===== src/rtl/axi4_rd_burst_track_multi_if.sv =====
// rtl/axi4_rd_burst_track_multi_if.sv - mirrored AXI4 read address/data channel bundle
// Ports (as signals): arid, arlen, arvalid, arready (AR channel);
//                     rid, rresp, rlast, rvalid, rready (R channel).
// Modports: master/slave for the real bus ends, monitor for passive observers.
interface axi4_rd_burst_track_multi_if #(
  parameter int IDSIZE = 4
) ();
  logic [IDSIZE-1:0] arid;
  logic [7:0]        arlen;
  logic              arvalid;
  logic              arready;
  logic [IDSIZE-1:0] rid;
  logic [1:0]        rresp;
  logic              rlast;
  logic              rvalid;
  logic              rready;

  modport master (
    output arid, arlen, arvalid, rready,
    input  arready, rid, rresp, rlast, rvalid
  );

  modport slave (
    input  arid, arlen, arvalid, rready,
    output arready, rid, rresp, rlast, rvalid
  );

  modport monitor (
    input arid, arlen, arvalid, arready, rid, rresp, rlast, rvalid, rready
  );
endinterface


===== src/rtl/axi4_rd_burst_track_multi.sv =====
// rtl/axi4_rd_burst_track_multi.sv - passive AXI4 read burst tracker with sticky error flags
// Ports:
//   axi_aclk, axi_areset  clock, synchronous active-high reset
//   axi                   mirrored AR/R channel (monitor modport, inputs only)
//   err_clr               clears flags, first-error capture and stall timer
//   outstanding           bursts currently queued
//   err_*                 sticky violation flags, err_any = OR of them (registered)
//   err_first_code/id     first error seen since reset/err_clr and the ID involved
module axi4_rd_burst_track_multi #(
  parameter int IDSIZE     = 4,
  parameter int DEPTH      = 16,
  parameter int MAX_OUT    = 16,
  parameter int TIMEOUT    = 1000,
  parameter int CHECK_RESP = 1
) (
  input  logic                       axi_aclk,
  input  logic                       axi_areset,
  axi4_rd_burst_track_multi_if.monitor axi,
  input  logic                       err_clr,
  output logic [$clog2(DEPTH+1)-1:0] outstanding,
  output logic                       err_overflow,
  output logic                       err_orphan,
  output logic                       err_wrong_id,
  output logic                       err_bad_last,
  output logic                       err_resp,
  output logic                       err_timeout,
  output logic                       err_any,
  output logic [2:0]                 err_first_code,
  output logic [IDSIZE-1:0]          err_first_id
);
  localparam int PW = $clog2(DEPTH);
  localparam int CW = $clog2(DEPTH+1);

  // Event/flag bit order doubles as first-error priority (bit 0 highest).
  localparam int E_OVF = 0, E_ORPH = 1, E_WID = 2, E_LAST = 3, E_RESP = 4, E_TO = 5;

  logic [IDSIZE-1:0] id_mem_q  [DEPTH];
  logic [IDSIZE-1:0] id_mem_d  [DEPTH];
  logic [7:0]        len_mem_q [DEPTH];
  logic [7:0]        len_mem_d [DEPTH];
  logic [PW-1:0]     wr_ptr_q, wr_ptr_d, rd_ptr_q, rd_ptr_d;
  logic [CW-1:0]     cnt_q, cnt_d;
  logic [7:0]        beat_cnt_q, beat_cnt_d;
  logic [15:0]       to_cnt_q, to_cnt_d;
  logic              to_fired_q, to_fired_d;
  logic [5:0]        flags_q, flags_d;
  logic              err_any_q, err_any_d;
  logic [2:0]        code_q, code_d;
  logic [IDSIZE-1:0] fid_q, fid_d;

  logic              ar_hs, r_hs, empty, full, at_max, beat, pop, store;
  logic [IDSIZE-1:0] head_id;
  logic [7:0]        head_len;
  logic [5:0]        evt;

  assign ar_hs    = axi.arvalid && axi.arready;
  assign r_hs     = axi.rvalid && axi.rready;
  assign empty    = (cnt_q == '0);
  assign full     = (cnt_q == CW'(DEPTH));
  assign at_max   = (cnt_q == CW'(MAX_OUT));
  assign head_id  = id_mem_q[rd_ptr_q];
  assign head_len = len_mem_q[rd_ptr_q];
  // Beats while empty are orphans and never touch the queue, even if an AR lands this cycle.
  assign beat     = r_hs && !empty;
  assign pop      = beat && axi.rlast;
  // A full queue still accepts a push when the head pops in the same cycle.
  assign store    = ar_hs && (!full || pop);

  always_comb begin
    evt         = '0;
    evt[E_OVF]  = ar_hs && at_max && !pop;
    evt[E_ORPH] = r_hs && empty;
    evt[E_WID]  = beat && (axi.rid != head_id);
    evt[E_LAST] = beat && (axi.rlast ? (beat_cnt_q != head_len) : (beat_cnt_q == head_len));
    evt[E_RESP] = (CHECK_RESP != 0) && beat && axi.rresp[1];
    // Fires once per stall; the counter parks at TIMEOUT until a beat or clear.
    evt[E_TO]   = (to_cnt_q == 16'(TIMEOUT)) && !to_fired_q;
  end

  always_comb begin
    id_mem_d  = id_mem_q;
    len_mem_d = len_mem_q;
    if (store) begin
      id_mem_d[wr_ptr_q]  = axi.arid;
      len_mem_d[wr_ptr_q] = axi.arlen;
    end
    wr_ptr_d = wr_ptr_q + PW'(store);
    rd_ptr_d = rd_ptr_q + PW'(pop);
    cnt_d    = cnt_q + CW'(store) - CW'(pop);

    beat_cnt_d = beat_cnt_q;
    if (pop) begin
      beat_cnt_d = '0;
    end else if (beat && (beat_cnt_q != 8'hFF)) begin
      beat_cnt_d = beat_cnt_q + 8'd1;
    end

    to_cnt_d   = to_cnt_q;
    to_fired_d = to_fired_q | evt[E_TO];
    if (err_clr || r_hs || empty) begin
      to_cnt_d   = '0;
      to_fired_d = 1'b0;
    end else if (to_cnt_q != 16'(TIMEOUT)) begin
      to_cnt_d = to_cnt_q + 16'd1;
    end

    // err_clr clears first, so an error in the same cycle still lands.
    flags_d   = (err_clr ? 6'd0 : flags_q) | evt;
    err_any_d = |flags_d;
    code_d    = err_clr ? 3'd0 : code_q;
    fid_d     = err_clr ? '0 : fid_q;
    if (code_d == 3'd0) begin
      if (evt[E_OVF]) begin
        code_d = 3'd1; fid_d = axi.arid;
      end else if (evt[E_ORPH]) begin
        code_d = 3'd2; fid_d = axi.rid;
      end else if (evt[E_WID]) begin
        code_d = 3'd3; fid_d = axi.rid;
      end else if (evt[E_LAST]) begin
        code_d = 3'd4; fid_d = axi.rid;
      end else if (evt[E_RESP]) begin
        code_d = 3'd5; fid_d = axi.rid;
      end else if (evt[E_TO]) begin
        code_d = 3'd6; fid_d = head_id;
      end
    end
  end

  // Queue storage needs no reset: entries are only read between push and pop.
  always_ff @(posedge axi_aclk) begin
    id_mem_q  <= id_mem_d;
    len_mem_q <= len_mem_d;
  end

  always_ff @(posedge axi_aclk) begin
    if (axi_areset) begin
      wr_ptr_q   <= '0;
      rd_ptr_q   <= '0;
      cnt_q      <= '0;
      beat_cnt_q <= '0;
      to_cnt_q   <= '0;
      to_fired_q <= 1'b0;
      flags_q    <= '0;
      err_any_q  <= 1'b0;
      code_q     <= '0;
      fid_q      <= '0;
    end else begin
      wr_ptr_q   <= wr_ptr_d;
      rd_ptr_q   <= rd_ptr_d;
      cnt_q      <= cnt_d;
      beat_cnt_q <= beat_cnt_d;
      to_cnt_q   <= to_cnt_d;
      to_fired_q <= to_fired_d;
      flags_q    <= flags_d;
      err_any_q  <= err_any_d;
      code_q     <= code_d;
      fid_q      <= fid_d;
    end
  end

  assign outstanding    = cnt_q;
  assign err_overflow   = flags_q[E_OVF];
  assign err_orphan     = flags_q[E_ORPH];
  assign err_wrong_id   = flags_q[E_WID];
  assign err_bad_last   = flags_q[E_LAST];
  assign err_resp       = flags_q[E_RESP];
  assign err_timeout    = flags_q[E_TO];
  assign err_any        = err_any_q;
  assign err_first_code = code_q;
  assign err_first_id   = fid_q;
endmodule


===== src/flat_wrapper.sv =====
// flat-port wrapper written by rule: the top's interface ports become plain ports
module axi4_rd_burst_track_multi_flat 
#(
  parameter int IDSIZE     = 4,
  parameter int DEPTH      = 16,
  parameter int MAX_OUT    = 16,
  parameter int TIMEOUT    = 1000,
  parameter int CHECK_RESP = 1
)
  (axi_aclk, axi_areset, err_clr, outstanding, err_overflow, err_orphan, err_wrong_id, err_bad_last, err_resp, err_timeout, err_any, err_first_code, err_first_id, axi_arid, axi_arlen, axi_arvalid, axi_arready, axi_rid, axi_rresp, axi_rlast, axi_rvalid, axi_rready);
  axi4_rd_burst_track_multi_if #(.IDSIZE(IDSIZE)) axi_i ();
  input  logic axi_aclk;
  input  logic axi_areset;
  input  logic err_clr;
  output logic [$clog2(DEPTH+1)-1:0] outstanding;
  output logic err_overflow;
  output logic err_orphan;
  output logic err_wrong_id;
  output logic err_bad_last;
  output logic err_resp;
  output logic err_timeout;
  output logic err_any;
  output logic [2:0] err_first_code;
  output logic [IDSIZE-1:0] err_first_id;
  input wire logic [$bits(axi_i.arid)-1:0] axi_arid;
  input wire logic [$bits(axi_i.arlen)-1:0] axi_arlen;
  input wire logic [$bits(axi_i.arvalid)-1:0] axi_arvalid;
  input wire logic [$bits(axi_i.arready)-1:0] axi_arready;
  input wire logic [$bits(axi_i.rid)-1:0] axi_rid;
  input wire logic [$bits(axi_i.rresp)-1:0] axi_rresp;
  input wire logic [$bits(axi_i.rlast)-1:0] axi_rlast;
  input wire logic [$bits(axi_i.rvalid)-1:0] axi_rvalid;
  input wire logic [$bits(axi_i.rready)-1:0] axi_rready;
  assign axi_i.arid = axi_arid;
  assign axi_i.arlen = axi_arlen;
  assign axi_i.arvalid = axi_arvalid;
  assign axi_i.arready = axi_arready;
  assign axi_i.rid = axi_rid;
  assign axi_i.rresp = axi_rresp;
  assign axi_i.rlast = axi_rlast;
  assign axi_i.rvalid = axi_rvalid;
  assign axi_i.rready = axi_rready;
  axi4_rd_burst_track_multi #(.IDSIZE(IDSIZE), .DEPTH(DEPTH), .MAX_OUT(MAX_OUT), .TIMEOUT(TIMEOUT), .CHECK_RESP(CHECK_RESP)) u_core (.axi_aclk(axi_aclk), .axi_areset(axi_areset), .axi(axi_i), .err_clr(err_clr), .outstanding(outstanding), .err_overflow(err_overflow), .err_orphan(err_orphan), .err_wrong_id(err_wrong_id), .err_bad_last(err_bad_last), .err_resp(err_resp), .err_timeout(err_timeout), .err_any(err_any), .err_first_code(err_first_code), .err_first_id(err_first_id));
endmodule

===== config.mk =====
export PLATFORM = sky130hd
export DESIGN_NAME = axi4_rd_burst_track_multi_flat
export DESIGN_NICKNAME = d
export VERILOG_FILES = /design/src/rtl/axi4_rd_burst_track_multi_if.sv /design/src/rtl/axi4_rd_burst_track_multi.sv /design/src/flat_wrapper.sv
export SDC_FILE = /design/constraint.sdc
export NUM_CORES = 1
export LEC_CHECK = 0
export BUFFER_PORTS_ARGS = -buffer_cell sky130_fd_sc_hd__buf_2
export CORE_MARGIN = 2
export CORE_UTILIZATION = 55
export CTS_CLUSTER_SIZE = 30
export DETAILED_ROUTE_END_ITERATION = 10
export GPL_TIMING_DRIVEN = 0
export HOLD_SLACK_MARGIN = 0.08
export PLACE_DENSITY = 0.75
export SLEW_MARGIN = 40
export SYNTH_ARGS = -nofsm -noshare
export SYNTH_HDL_FRONTEND = slang
export SYNTH_SLANG_ARGS = --single-unit

===== constraint.sdc =====
create_clock -name axi_aclk -period 2.98 [get_ports axi_aclk]
set_input_delay 0.149 -clock axi_aclk [delete_from_list [all_inputs] [get_ports axi_aclk]]
set_output_delay 0.149 -clock axi_aclk [all_outputs]
set_load 0.05 [all_outputs]

==> flow_summary.yaml <==
final_layout:
  nFillCells: 1099
  diodes: 0
  syn2layout_area_growth_pct: 23.6
  final_common_cell: "edfxtp_1"
  postLayoutCoreUtil_pct: 69.7
  num-nets-final: 808
  layout_common_cells: "edfxtp_1 (192), mux4_2 (50), dfxtp_1 (49)"
  layout-drive-gt1-share_pct: 31.5
placed_design:
  place_ws_ns: -0.677
  hpwl_mm: 14.3
  portBuffers: 43
  globalplace.congestion: 0.886
global_route:
  grt_usage_pct: 25.0
  overflow: 0
  grt_pass1_vias: 6436
  antenna_found_initial: 0
  grt_pass1_wl_mm: 36.7
  grt_max_degree: 18
clocking:
  cts_tree: "yes"
  cts_buffer_depth: 3
  clock-sinks: 244
  cts_buffers: 24
  htree_levels: 1
  cts_root_buffer: "clkbuf_16"
  clk_pin_slew_ns: 0.07
  worstSkewPairLatency_ns: 0.54
timing:
  final.period_utilization_pct: 107
  finalHoldViolCount: 0
  clock-skew-final_ns: 0.0283
  setup_viol: 7
  maxSlewHeadroom_pct: 50.3
  rsz0062_at_grt: "yes"
  fin_ws_ns: -0.212
  fin_crit_ns: 3.19
  fmax_mhz: 313
  slew_viol_final: 0
  worst_slew_pin_slew_ns: 0.746
route:
  num_vias: 6275
  dr.pass1.iters: 9
  wire_per_inst_um: 24.1
  detail-route-antenna-nets: 0
  first_iter_violations: 617
  vias_per_cell: 6.19
  drc: 7
  drt_wl_total_mm: 24.4
pwr:
  power_density_nw_per_um2: 649
  p_leak_nw: 4.21
  ir_drop_uv: 572
floorplan:
  num_rows: 49
  pin_count: 45
  die_y_um: 140
  core_um2: 18100
  dieWidth_um: 140
  start_util_pct: 56.3
  dieArea_um2: 19600
worst_setup_path:
  crit_fanout: 5
  worstPathRequired_ns: 3.42
  arrival_ns: 3.64
  start_kind: "flop"
  crit_path_end_kind: "flop"
  crit_type: "flop to flop"
hold_path:
  holdCritPathClass: "input port to flop"
synth:
  synth.avg_cell_area_um2: 15.9
  syn_area_um2: 10200
  async_reset_ff_share_pct: 0
  yosysTopAreaCellShare_pct: 56.6
  synth_edf_count: 192
  synthTopCellsByArea: "edfxtp_1 (57%), mux4_2 (11%), dfxtp_1 (10%)"
  synth_cell_types: 57
  synth_cells: 639
  synth-main-ff-cell: "edfxtp_1"
  syn_nets: 679
  seq_area_frac_synth_pct: 66.8
  yosys_warnings: 0
  ys_ff_latch: 244
  yosysTopAreaCell: "edfxtp_1"
run_status:
  status: "complete, but fails checks"
  violations: "DRC, setup timing"
run:
  maxCapViolCount: 0
==> sequential cells by signal, summed over array words and instances, names as in the netlist <==
signal / count
u_core.len_mem_q: 128
u_core.id_mem_q: 64
u_core.to_cnt_q: 16
u_core.beat_cnt_q: 8
u_core.flags_q: 6
u_core.outstanding: 5
u_core.err_first_id: 4
u_core.rd_ptr_q: 4
u_core.wr_ptr_q: 4
u_core.err_first_code: 3
u_core.err_any: 1
u_core.to_fired_q: 1
==> synth_stat cells, drive strengths merged, types with 3 or more instances <==
library cell / number
a22oi: 4
o21ai: 11
and3: 3
nand2b: 5
dfxtp: 52
mux2i: 16
ha: 13
nor4b: 3
clkbuf: 13
o31ai: 4
nand4: 9
a32oi: 3
buf: 15
inv: 12
nor2b: 8
xnor2: 17
nor3: 8
nor2: 60
xor2: 31
nand2: 30
or3: 6
mux2: 3
nand3: 14
edfxtp: 192
mux4: 50
a21oi: 23
and2: 3
==> stage by stage <==
step | instance area [µm²] | instances | power (mW) | setup TNS [ns] | hold slack [ns]
after global placement | 10700 | 911 | 4.92 | -120.57 | 0.434
after floorplan | 10200 | 639 | 4.69 | 0 | 0.248
after CTS | 12400 | 1008 | 8.09 | -0.478 | 0.103
after detailed placement | 10800 | 913 | 4.98 | -57.68 | 0.465
after global routing | 12600 | 1014 | 8.45 | -1.65 | 0.142
final | 12600 | 1014 | 8.18 | -1.06 | 0.120
==> report_power, final <==
| group | internal (mW) | switching (mW) | leakage [nW] |
|---|---|---|---|
| clock | 1.75 | 1.27 | 0.382 |
| combinational | 0.573 | 0.757 | 1.68 |
| sequential | 3.76 | 0.0764 | 2.15 |
| total | 6.08 | 2.10 | 4.21 |
==> layer usage <==
layer	up-vias	routed length (µm)	global-route usage (%)	part of all wire [%]
li1	2720	-	-	-
met1	3108	9290	32.0	38
met2	356	11900	41.7	49
met3	91	2000	4.41	8.2
met4	0	1250	12.7	5.1
met5	-	0	0	0
==> area by class of cell <==
class | instances | area [µm²] | area share (%)
flip-flops and latches | 244 | 6810 | 54.1
multi-input cells | 355 | 3520 | 27.9
repair buffers | 103 | 915 | 7.26
clock buffers | 32 | 671 | 5.32
well taps | 229 | 287 | 2.27
plain buffers | 28 | 243 | 1.93
clock inverters | 11 | 109 | 0.864
inverters | 12 | 45.0 | 0.357
==> critical path, cell delays in order (launching register included) <==
cell and delay [ns]:
dfxtp_4 0.42, buf_4 0.16, buf_16 0.13, mux4_2 0.53, mux4_2 0.55, xor2_2 0.19, a2111oi_4 0.19, buf_4 0.20
buf_4 0.13, mux2i_4 0.30, a21oi_1 0.11, o21ai_1 0.16
==> repair_timing <==
action | CTS | global route
endpoints found under the hold margin | 198 | 0
setup buffers | 32 | 5
setup endpoints to repair | 203 | 121
hold buffers | 19 | 0
pin swaps | 24 | 6
gates resized for setup | 57 | 20
gates cloned | 1 | 1
==> worst paths after layout <==
check	startpoint	end	slack (ns)	cells past startpoint
setup reg to reg	u_core.rd_ptr_q[0]$_SDFF_PP0_	u_core.err_first_id[3]$_SDFF_PP0_	-0.21	11
hold / removal	err_clr	u_core.err_first_code[0]$_SDFF_PP0_	0.12	3
setup / recovery	u_core.rd_ptr_q[0]$_SDFF_PP0_	u_core.err_first_id[3]$_SDFF_PP0_	-0.21	11
hold reg to reg	u_core.to_fired_q$_SDFF_PP0_	u_core.to_fired_q$_SDFF_PP0_	0.47	2
==> cells by family after synthesis <==
| kind of cell | count (synthesis) | share of synthesized area, % |
|---|---|---|
| AO/OA/AOI/OAI | 65 | 4.62 |
| XOR/XNOR | 48 | 4.13 |
| adder cells (fa/ha/maj) | 14 | 1.79 |
| buffers and inverters | 40 | 1.92 |
| flip-flops | 244 | 66.8 |
| multiplexers | 69 | 13.1 |
| AND/OR/NAND/NOR | 159 | 7.67 |
Note: power is estimated with default switching activity, not from simulation.
